### config.mk
export PLATFORM = sky130hd
export DESIGN_NAME = rv_mdu
export DESIGN_NICKNAME = d
export VERILOG_FILES = /design/src/rtl/rv_mdu_pkg.sv /design/src/rtl/rv_mdu_sign.sv /design/src/rtl/rv_mdu.sv
export SDC_FILE = /design/constraint.sdc
export NUM_CORES = 1
export LEC_CHECK = 0
export ABC_AREA = 1
export BUFFER_PORTS_ARGS = -buffer_cell sky130_fd_sc_hd__buf_2
export CELL_PAD_IN_SITES_DETAIL_PLACEMENT = 1
export CELL_PAD_IN_SITES_GLOBAL_PLACEMENT = 2
export CORE_ASPECT_RATIO = 0.75
export CORE_MARGIN = 2
export CORE_UTILIZATION = 35
export CTS_BUF_LIST = sky130_fd_sc_hd__clkbuf_8 sky130_fd_sc_hd__clkbuf_16
export DETAILED_ROUTE_END_ITERATION = 8
export PLACE_DENSITY_LB_ADDON = 0.05
export SLEW_MARGIN = 20
export SYNTH_ARGS = -nofsm -noshare
export SYNTH_HDL_FRONTEND = slang
export SYNTH_SLANG_ARGS = --single-unit
### constraint.sdc
create_clock -name clk -period 6.7 [get_ports clk]
set_input_delay 1.34 -clock clk [delete_from_list [all_inputs] [get_ports clk]]
set_output_delay 1.34 -clock clk [all_outputs]
set_load 0.005 [all_outputs]
### src/rtl/rv_mdu_pkg.sv
// Shared definitions for the RV32M multiply/divide unit: op codes (funct3),
// FSM state encodings, writeback select values and small op-decode helpers.
`timescale 1ns/1ps
package rv_mdu_pkg;

  // Operation codes equal the instruction funct3 field
  typedef enum logic [2:0] {
    MDU_MUL    = 3'b000,
    MDU_MULH   = 3'b001,
    MDU_MULHSU = 3'b010,
    MDU_MULHU  = 3'b011,
    MDU_DIV    = 3'b100,
    MDU_DIVU   = 3'b101,
    MDU_REM    = 3'b110,
    MDU_REMU   = 3'b111
  } mdu_op_t;

  // Control FSM states
  typedef enum logic [1:0] {
    MDU_IDLE = 2'd0,
    MDU_CALC = 2'd1,
    MDU_FIX  = 2'd2
  } mdu_state_t;

  // Writeback mux selects in the execute stage; WB_MDU routes the MDU result
  localparam logic [1:0] WB_ALU = 2'd0;
  localparam logic [1:0] WB_MEM = 2'd1;
  localparam logic [1:0] WB_PC4 = 2'd2;
  localparam logic [1:0] WB_MDU = 2'd3;

  // Multiplies have funct3[2] clear
  function automatic logic op_is_mul(input mdu_op_t op);
    return ~op[2];
  endfunction

  // REM and REMU return the remainder rather than the quotient
  function automatic logic op_is_rem(input mdu_op_t op);
    return op[2] & op[1];
  endfunction

  // rs1 is interpreted as two's complement
  function automatic logic rs1_is_signed(input mdu_op_t op);
    return (op == MDU_MULH) || (op == MDU_MULHSU) || (op == MDU_DIV) || (op == MDU_REM);
  endfunction

  // rs2 is interpreted as two's complement
  function automatic logic rs2_is_signed(input mdu_op_t op);
    return (op == MDU_MULH) || (op == MDU_DIV) || (op == MDU_REM);
  endfunction

endpackage

### src/rtl/rv_mdu_sign.sv
// Combinational conditional two's-complement negate. Used both to take the
// magnitude of signed operands and to restore the sign of the final result.
`timescale 1ns/1ps
module rv_mdu_sign #(
  parameter int DPWIDTH = 32
) (
  input  logic [DPWIDTH-1:0] value,
  input  logic               neg,
  output logic [DPWIDTH-1:0] conv
);

  // Negate when requested, pass through otherwise
  assign conv = neg ? (~value + DPWIDTH'(1)) : value;

endmodule

### src/rtl/rv_mdu.sv
// Iterative RV32M multiply/divide unit. Multiplies use an unsigned shift-add
// over a double-width accumulator (MUL_STEP bits per cycle); divides use a
// restoring algorithm, one quotient bit per cycle. Both work on magnitudes,
// and a final FIX cycle restores the sign and picks the requested half.
`timescale 1ns/1ps
module rv_mdu
  import rv_mdu_pkg::*;
#(
  parameter int DPWIDTH  = 32,
  parameter int MUL_STEP = 1
) (
  input  logic               clk,
  input  logic               rst_n,
  input  logic               start,
  input  logic [2:0]         op,
  input  logic [DPWIDTH-1:0] rs1,
  input  logic [DPWIDTH-1:0] rs2,
  input  logic               kill,
  output logic               busy,
  output logic               done,
  output logic [DPWIDTH-1:0] result
);

  localparam int CNT_W = $clog2(DPWIDTH + 1);
  localparam logic [CNT_W-1:0] MUL_LAST = CNT_W'(DPWIDTH / MUL_STEP - 1);
  localparam logic [CNT_W-1:0] DIV_LAST = CNT_W'(DPWIDTH - 1);
  localparam logic [DPWIDTH-1:0] MOST_NEG = {1'b1, {(DPWIDTH-1){1'b0}}};

  // Architectural state. For multiplies opnd holds |rs1| and the low half of
  // acc the multiplier; for divides opnd holds the divisor magnitude and acc
  // is {remainder, dividend/quotient}.
  mdu_state_t                 state;
  mdu_op_t                    cur_op;
  logic [DPWIDTH-1:0]         opnd;
  logic [2*DPWIDTH-1:0]       acc;
  logic [CNT_W-1:0]           cnt;
  logic                       neg_res;

  // Start-cycle decode
  mdu_op_t                    op_in;
  logic                       neg1, neg2;
  logic [DPWIDTH-1:0]         mag1, mag2;
  logic                       div_zero, div_ovf, special;
  logic [DPWIDTH-1:0]         special_val;
  logic                       res_neg_in;

  assign op_in = mdu_op_t'(op);
  assign neg1  = rs1_is_signed(op_in) & rs1[DPWIDTH-1];
  assign neg2  = rs2_is_signed(op_in) & rs2[DPWIDTH-1];

  rv_mdu_sign #(.DPWIDTH(DPWIDTH)) u_abs1 (.value(rs1), .neg(neg1), .conv(mag1));
  rv_mdu_sign #(.DPWIDTH(DPWIDTH)) u_abs2 (.value(rs2), .neg(neg2), .conv(mag2));

  // Divide special cases resolved without iterating
  always_comb begin
    div_zero    = (rs2 == '0);
    div_ovf     = (rs1 == MOST_NEG) && (rs2 == '1) &&
                  ((op_in == MDU_DIV) || (op_in == MDU_REM));
    special     = ~op_is_mul(op_in) & (div_zero | div_ovf);
    special_val = '0;
    if (div_zero)
      special_val = op_is_rem(op_in) ? rs1 : '1;
    else if (div_ovf)
      special_val = op_is_rem(op_in) ? '0 : rs1;
    // Remainder follows the dividend; product and quotient follow the XOR
    res_neg_in  = op_is_rem(op_in) ? neg1 : (neg1 ^ neg2);
  end

  // Multiply step: partial products for the low MUL_STEP multiplier bits
  logic [MUL_STEP-1:0]          digit;
  logic [DPWIDTH+MUL_STEP-1:0]  pp_terms [MUL_STEP];
  logic [DPWIDTH+MUL_STEP-1:0]  pp, mul_sum;
  logic [2*DPWIDTH-1:0]         mul_next;

  assign digit = acc[MUL_STEP-1:0];

  genvar gi;
  generate
    for (gi = 0; gi < MUL_STEP; gi++) begin : g_pp
      assign pp_terms[gi] = digit[gi] ? ({{MUL_STEP{1'b0}}, opnd} << gi) : '0;
    end
  endgenerate

  // Accumulate partial products into the upper half, then shift right
  always_comb begin
    pp = '0;
    for (int j = 0; j < MUL_STEP; j++)
      pp = pp + pp_terms[j];
    mul_sum  = {{MUL_STEP{1'b0}}, acc[2*DPWIDTH-1:DPWIDTH]} + pp;
    mul_next = {mul_sum, acc[DPWIDTH-1:MUL_STEP]};
  end

  // Divide step: shift in next dividend bit, subtract divisor if it fits
  logic [DPWIDTH:0]     rem_shift;
  logic [DPWIDTH-1:0]   rem_sub;
  logic                 fits;
  logic [2*DPWIDTH-1:0] div_next;

  always_comb begin
    rem_shift = {acc[2*DPWIDTH-1:DPWIDTH], acc[DPWIDTH-1]};
    fits      = (rem_shift >= {1'b0, opnd});
    rem_sub   = rem_shift[DPWIDTH-1:0] - opnd;
    if (fits)
      div_next = {rem_sub, acc[DPWIDTH-2:0], 1'b1};
    else
      div_next = {acc[2*DPWIDTH-2:0], 1'b0};
  end

  // Result fix-up: sign correction on the full-width value, then half select
  logic [2*DPWIDTH-1:0] fix_in, fix_out;
  logic [DPWIDTH-1:0]   fix_val;

  always_comb begin
    if (op_is_mul(cur_op))
      fix_in = acc;
    else if (op_is_rem(cur_op))
      fix_in = {{DPWIDTH{1'b0}}, acc[2*DPWIDTH-1:DPWIDTH]};
    else
      fix_in = {{DPWIDTH{1'b0}}, acc[DPWIDTH-1:0]};
  end

  rv_mdu_sign #(.DPWIDTH(2*DPWIDTH)) u_fix (.value(fix_in), .neg(neg_res), .conv(fix_out));

  assign fix_val = (op_is_mul(cur_op) && (cur_op != MDU_MUL)) ?
                   fix_out[2*DPWIDTH-1:DPWIDTH] : fix_out[DPWIDTH-1:0];

  // Control FSM with registered busy/done/result
  always_ff @(posedge clk or negedge rst_n) begin
    if (!rst_n) begin
      state   <= MDU_IDLE;
      cur_op  <= MDU_MUL;
      opnd    <= '0;
      acc     <= '0;
      cnt     <= '0;
      neg_res <= 1'b0;
      busy    <= 1'b0;
      done    <= 1'b0;
      result  <= '0;
    end else begin
      done <= 1'b0;
      if (kill) begin
        state <= MDU_IDLE;
        busy  <= 1'b0;
      end else begin
        case (state)
          MDU_IDLE: begin
            if (start) begin
              cur_op <= op_in;
              busy   <= 1'b1;
              if (special) begin
                // Both halves carry the answer so quotient/remainder select works
                acc     <= {special_val, special_val};
                neg_res <= 1'b0;
                state   <= MDU_FIX;
              end else begin
                neg_res <= res_neg_in;
                state   <= MDU_CALC;
                if (op_is_mul(op_in)) begin
                  opnd <= mag1;
                  acc  <= {{DPWIDTH{1'b0}}, mag2};
                  cnt  <= MUL_LAST;
                end else begin
                  opnd <= mag2;
                  acc  <= {{DPWIDTH{1'b0}}, mag1};
                  cnt  <= DIV_LAST;
                end
              end
            end
          end
          MDU_CALC: begin
            acc <= op_is_mul(cur_op) ? mul_next : div_next;
            if (cnt == '0)
              state <= MDU_FIX;
            else
              cnt <= cnt - CNT_W'(1);
          end
          MDU_FIX: begin
            result <= fix_val;
            done   <= 1'b1;
            busy   <= 1'b0;
            state  <= MDU_IDLE;
          end
          default: begin
            state <= MDU_IDLE;
            busy  <= 1'b0;
          end
        endcase
      end
    end
  end

endmodule

==> run metrics, run 1 <==
WL final=approximately 110000 um; Vias=24600; Resized cells post-CTS=0; Power Density=402 nW/um2; Mapped Area=about 19000 um2; DPL Wire Length=89800 um; number of flops mapped to enable cells by yosys=0; fin crit period=4380 ps; Worst setup EP type=register; count leader, synth=nand2_1; largest net degree at the start of global routing=84; first-pass GRT wire length=160000 um; multi-input logic area=around 14000 um2; RSZ-0062 raised after global routing=no; Pwr Total=8430 uW; Synth Net Count=3639; LEAKAGE=0.0109 uW; vias per cell=~5.8; Post-CTS Hold Buffers=0; GPL Wtd Cong=1.03; WP data required=7100 ps; status=complete, no violations; Worst Path Arrival=about 4800 ps; Area Growth Syn to Fin=9.01%; Post-CTS Setup Inserts=0; Avg Inst Size Synth=around 5.5 um2; flops & latches, synth=142; clock share of power=between 10% and 20%; Ports=105; Internal=between 3000 and 4000 uW; Site Rows=74; Tcrit/Tclk final=65.4%; Initial DRT Pass Iterations=5; cts bufs inserted=17; total gr overflow=0; Slew Limit Fails=0; top area cells in the synthesized netlist=nand2_1 23%, dfrtp_1 18%, nand3_1 9.6%, nor2_1 8.3%, inv_1 7.5%; R2R Path Start=opnd[12]; number of instances in the placed design=approximately 4200; antenna violations before repair=1; Netlist cell types=50; sequential power share=18.6%; Detail Route Antenna Nets=0; Clk pin slew, worst setup/hold paths=80 ps; # DRC=0; Seq/Total Area, Yosys=18.5%; Tot GR Track Use=38.7%; Die Wd=~270 um; DIE AREA=56800 um2; core box area=54300 um2; Hold Path Origin=result[21]; Switching Power=between 5000 and 6000 uW; PortBufs=about 100; Starting Density=a little over a third; hold depth=2; RR Endpoint=acc[33]; Final Setup Violations=0; Worst-Margin Slew=about 1200 ps; vias in the first global route=roughly 24000; WL/cell=25.9 um; WHS Endpoint=result[21]; share of post-route cells with drive strength above 1=8.79%; worst setup path class=register to register; initial DRC count=2816; fmax=0.228 GHz; crit-path max FO=20; Worst R2R Path Depth=15; Post-Synthesis Cells=3496; Core Util, Final=38.5%; register area=between 3000 and 4000 um2; Startpoint Class=register; Layout Skew=19.9 ps; VDD IR max=roughly 0.00017 V; clock latency on the worst-skew pair=480 ps; clk buf depth=2; endpoints failing hold=0; Max-cap violations=0; synth warn=0; CTS tree=yes; Sum Neg Setup Slack=0 ps; CTS H-tree lvls=4; top cell type by total area after synthesis=nand2_1; ys async rst share=100%; Hold/Removal Path Class=register to register; top cells by count, synth=1189 x nand2_1, 427 x nor2_1, 385 x inv_1, 370 x nand3_1, 187 x a21oi_1; relative slew slack=a little over 20%; Comb power frac=between 60 and 70%; clock root buffer=clkbuf_16; post-synth top area share=23.2%; Filler Cell Count=between 7000 and 8000; die height=207 um; sw frac=61.4%; Nets=3670; ys flop type=dfrtp_1; reg2reg setup slack=2320 ps; clock sink count=around 140; Cell Count, Final, Fillers Out=roughly 4300
==> cell families after synthesis <==
kind of cell,count (synthesis),synth area share [%]
xor+xnor,66,3.01
buf+inv,535,11.3
simple gates,2188,48.3
fa+ha+maj,72,4.77
flops,142,18.5
compound gates,493,14.2
==> worst max-delay path: stages (launching register included) <==
cell and delay [ps]:
dfrtp_1 500, inv_1 220, ha_1 410, nand2_1 190
inv_1 60, a21oi_1 420, nor2_1 90, nor2_1 200
nand2_1 120, nand2_1 430, nand2_2 510, nor2_2 660
nand2_1 120, nand3_1 150, nand3_1 100, nand2_1 100
==> cell type report <==
type	instances	area share (%)
Antenna cell	2	0.0239
Clock buffer	17	2.03
Clock inverter	15	0.896
Inverter	403	7.22
Multi-Input combinational cell	2819	64.6
Sequential cell	142	17.0
Tap cell	722	4.31
Timing Repair Buffer	144	3.95
==> power by group through the flow <==
stage,combinational [uW],sequential (uW),clock (uW)
2_1_floorplan,3470,1390,0
3_3_place_gp,5490,1540,0
3_5_place_dp,5580,1550,0
4_1_cts,5620,1540,1060
5_1_grt,6270,1580,1090
6_report,5810,1560,1050
==> sequential cells by signal, indices dropped and copies added (netlist names) <==
register and flops:
acc 64, opnd 32, cnt 6, done 1
result 32, busy 1, cur_op 3, neg_res 1
state 2
==> routing by layer <==
layer	vias to the layer above	GRT usage, %	wire, um
met3	140	11.8	13100
met4	0	10.8	3230
met1	12000	57.2	51700
met5	-	0	0
li1	11300	-	-
met2	1176	53.0	42400
==> metrics by stage <==
| stage | hold WS (ps) | setup slack [ps] | cell area, um2 |
|---|---|---|---|
| floorplan | 471 | 3560 | 19200 |
| global placement | 459 | 2090 | 20300 |
| detailed placement | 462 | 2050 | 20300 |
| CTS | 484 | 2490 | 20900 |
| global route | 501 | 2170 | 20900 |
| finish | 477 | 2320 | 20900 |
==> worst max path at each step <==
stage                   from      end  slack, ps
floorplan             rs1[1]   cnt[2]       3560
global placement      rs2[0]  opnd[3]       2090
detailed placement    rs2[0]  opnd[3]       2050
CTS                  acc[34]  acc[52]       2490
global route          rs2[0]  opnd[3]       2170
finish              opnd[12]  acc[33]       2320
==> layout by cell type (no fill, tap or decap), drive strengths merged, types with 52 or more instances in the layout <==
cell	Yosys	final
a21oi	188	188
buf	61	144
dfrtp	142	142
ha	70	70
inv	401	408
nand2	1210	1210
nand3	378	378
nand4	53	53
nor2	465	465
o21ai	225	225
xor2	52	52
Power figures use the tool's default switching activity.
==> run 2: changes to the inputs <==
--- a/config.mk
+++ b/config.mk
@@ -5,13 +5,13 @@
 export SDC_FILE = /design/constraint.sdc
 export NUM_CORES = 1
 export LEC_CHECK = 0
-export ABC_AREA = 1
+export ABC_AREA = 0
 export BUFFER_PORTS_ARGS = -buffer_cell sky130_fd_sc_hd__buf_2
 export CELL_PAD_IN_SITES_DETAIL_PLACEMENT = 1
 export CELL_PAD_IN_SITES_GLOBAL_PLACEMENT = 2
 export CORE_ASPECT_RATIO = 0.75
 export CORE_MARGIN = 2
-export CORE_UTILIZATION = 35
+export CORE_UTILIZATION = 37
 export CTS_BUF_LIST = sky130_fd_sc_hd__clkbuf_8 sky130_fd_sc_hd__clkbuf_16
 export DETAILED_ROUTE_END_ITERATION = 8
 export PLACE_DENSITY_LB_ADDON = 0.05
==> constraint.sdc (replaced) <==
create_clock -name clk -period 4.42 [get_ports clk]
set_input_delay 0.884 -clock clk [delete_from_list [all_inputs] [get_ports clk]]
set_output_delay 0.884 -clock clk [all_outputs]
set_load 0.005 [all_outputs]
==> run 2 against run 1 <==
Net effect: synthesized cell count fell by 39%; hold slack worse by 70 ps; via count decreased by 30%; setup slack lost 2200 ps; cell area is 15% lower; critical endpoint is now result[28].
==> run metrics, run 2 <==
fin crit period=4330 ps (-53.1 ps); total gr overflow=0 (unchanged); Mapped Area=15600 um2 (-19%); DIE AREA=43900 um2 (-23%); clk buf depth=2 (unchanged); Startpoint Class=register; # DRC=0 (unchanged); clock root buffer=clkbuf_16; Reg with most FFs=acc; fmax=0.231 GHz (+1.2%); flops & latches, synth=142 (unchanged); relative slew slack=31.2% (+11 points); CTS H-tree lvls=4 (unchanged); VDD IR max=0.000342 V (+99%); GPL Wtd Cong=0.973 (-5.6%); top area cells in the synthesized netlist=dfrtp_1 23%, o21ai_0 6.4%, ha_1 5.6%, nor2_1 5.4%, xnor2_1 5.3%; ys async rst share=100% (unchanged); DPL Wire Length=62200 um (-31%); PortBufs=104 (unchanged); Max-cap violations=0 (unchanged); Worst R2R Path Depth=12 (-3); Area Growth Syn to Fin=13.3%; Seq/Total Area, Yosys=22.7% (+4.2 points); Slew Limit Fails=0 (unchanged); RR Endpoint=result[28]; reg2reg setup slack=90 ps (-2230 ps); WL/cell=27.9 um (+7.7%); largest net degree at the start of global routing=70 (-17%); Critical path origin=cur_op[1]; vias in the first global route=16800 (-30%); Ports=105 (unchanged); Starting Density=37.3% (+2.0 points); Netlist cell types=87 (+74%); LEAKAGE=0.00768 uW (-30%); number of flops mapped to enable cells by yosys=0 (unchanged); most frequent cells in the layout=223 x nor2_1, 220 x nand2_1, 200 x o21ai_0, 153 x a21oi_1, 140 x dfrtp_1; Worst-Margin Slew=1030 ps (-155 ps); Worst Path Arrival=4650 ps (-130 ps); die height=182 um (-12%); core box area=41900 um2 (-23%); initial DRC count=1593 (-43%); cts bufs inserted=17 (unchanged); clock sink count=142 (unchanged); ys flop type=dfrtp_1; R2R Path Start=cur_op[1]; Sum Neg Setup Slack=0 ps (unchanged); Site Rows=65 (-12%); biggest regs=acc: 64 flops, opnd: 32 flops, result: 32 flops; synth warn=0 (unchanged); antenna violations before repair=2 (+1); WP data required=4730 ps (-2370 ps); count leader, synth=nor2_1; post-synth top area share=22.7% (-0.51 points); Die Wd=241 um (-12%); Vias=17200 (-30%); endpoints failing hold=0 (unchanged); Worst setup EP type=register; commonest non-fill, non-tap cell in the layout=nor2_1; Initial DRT Pass Iterations=5 (unchanged); Final Setup Violations=0 (unchanged); Filler Cell Count=5252 (-31%); Clk pin slew, worst setup/hold paths=70 ps (about the same); worst setup path class=register to register; top cell type by total area after synthesis=dfrtp_1; Critical Path Sink=result[28]; Synth Net Count=2267 (-38%); first-pass GRT wire length=114000 um (-28%); top cells by count, synth=224 x nor2_1, 221 x nand2_1, 200 x o21ai_0, 153 x a21oi_1, 142 x dfrtp_1; Avg Inst Size Synth=7.36 um2 (+34%); Fin Hold WS=406 ps (-70.2 ps); Layout Skew=11.5 ps (-8.39 ps); share of post-route cells with drive strength above 1=13.3% (+4.5 points); Post-Synthesis Cells=2124 (-39%); Tcrit/Tclk final=98.0% (+33 points); WL final=77700 um (-30%); Nets=2342 (-36%); Tot GR Track Use=35.7% (-3.0 points); Detail Route Antenna Nets=0 (unchanged); clock latency on the worst-skew pair=450 ps (-30 ps); max reg flops=64 (unchanged); CTS tree=yes; Power Density=472 nW/um2 (+17%); Hold/Removal Path Class=primary input to async pin; vias per cell=6.18 (+7.0%); status=complete, no violations; crit-path max FO=15 (-25%); RSZ-0062 raised after global routing=no
## run 2: cell type report
type	count	area, um2	share of cell area [%]
Multi-Input combinational cell	1763	11200	63.5
Timing Repair Buffer	212	1360	7.69
Clock inverter	15	169	0.953
Sequential cell	142	3560	20.1
Antenna cell	3	7.51	0.0424
Inverter	63	236	1.33
Clock buffer	17	425	2.40
Tap cell	569	712	4.02
## run 2: logic make-up after synthesis
| logic type | count (synthesis) | share of synthesized area [%] |
|---|---|---|
| buffers and inverters | 219 | 5.58 |
| muxes | 76 | 5.03 |
| DFF | 142 | 22.7 |
| adders and majority gates | 72 | 5.86 |
| AOI/OAI and AO/OA | 690 | 28.0 |
| xor gates and xnor gates | 173 | 9.69 |
| and+or+nand+nor | 752 | 23.1 |
## run 2: per-stage QoR
| stage | cell area [um2] | total power (uW) | instances | setup WS [ps] | util [%] |
|---|---|---|---|---|---|
| 3_3_place_gp | 17100 | 6580 | 2749 | 233 | 40.8 |
| 2_1_floorplan | 15600 | 4780 | 2124 | 635 | - |
| 4_1_cts | 17700 | 8190 | 2781 | 169 | 42.3 |
| 5_1_grt | 17700 | 8800 | 2781 | 9.35 | 42.3 |
| 6_report | 17700 | 8360 | 2784 | 88.5 | 42.3 |
| 3_5_place_dp | 17100 | 6600 | 2749 | 204 | 40.8 |
## run 2: worst min path at each step
stage	start	end	slack [ps]	cells past startpoint
after floorplan	cur_op[0]	cur_op[0]	450	2
after global placement	result[19]	result[19]	460	2
after detailed placement	result[28]	result[28]	470	2
after CTS	rst_n	cnt[2]	460	1
after global routing	rst_n	cnt[4]	450	1
final	rst_n	cnt[0]	410	1
## run 2: where the power goes
group | internal, uW | total, uW | switching, uW | leakage (uW)
sequential | 1500 | 1960 | 470 | 0.00180
clock | 887 | 1560 | 674 | 0.000294
combinational | 1750 | 4830 | 3080 | 0.00559
## run 2: layer usage
| layer | vias to the layer above | part of all wire [%] | global-route usage [%] |
|---|---|---|---|
| met4 | 0 | 1.7 | 6.89 |
| met3 | 48 | 12 | 12.9 |
| met1 | 8511 | 48 | 55.0 |
| met2 | 769 | 38 | 46.6 |
| met5 | - | 0 | 0 |
| li1 | 7891 | - | - |
## run 2: repair_timing
item                                    CTS  global route
buffers inserted                          0             0
endpoints found under the setup margin    0             1
resized for setup                         0             1
hold buffers                              0             0
## run 2: worst max-delay path, stage by stage (launching register included)
cell	delay, ps
dfrtp_1	560
buf_4	320
nor4bb_1	820
o22a_1	340
nor4b_1	250
buf_4	190
or3b_4	460
o41ai_1	420
buf_4	200
xnor2_1	60
mux2i_1	310
buf_4	210
o21ai_1	50
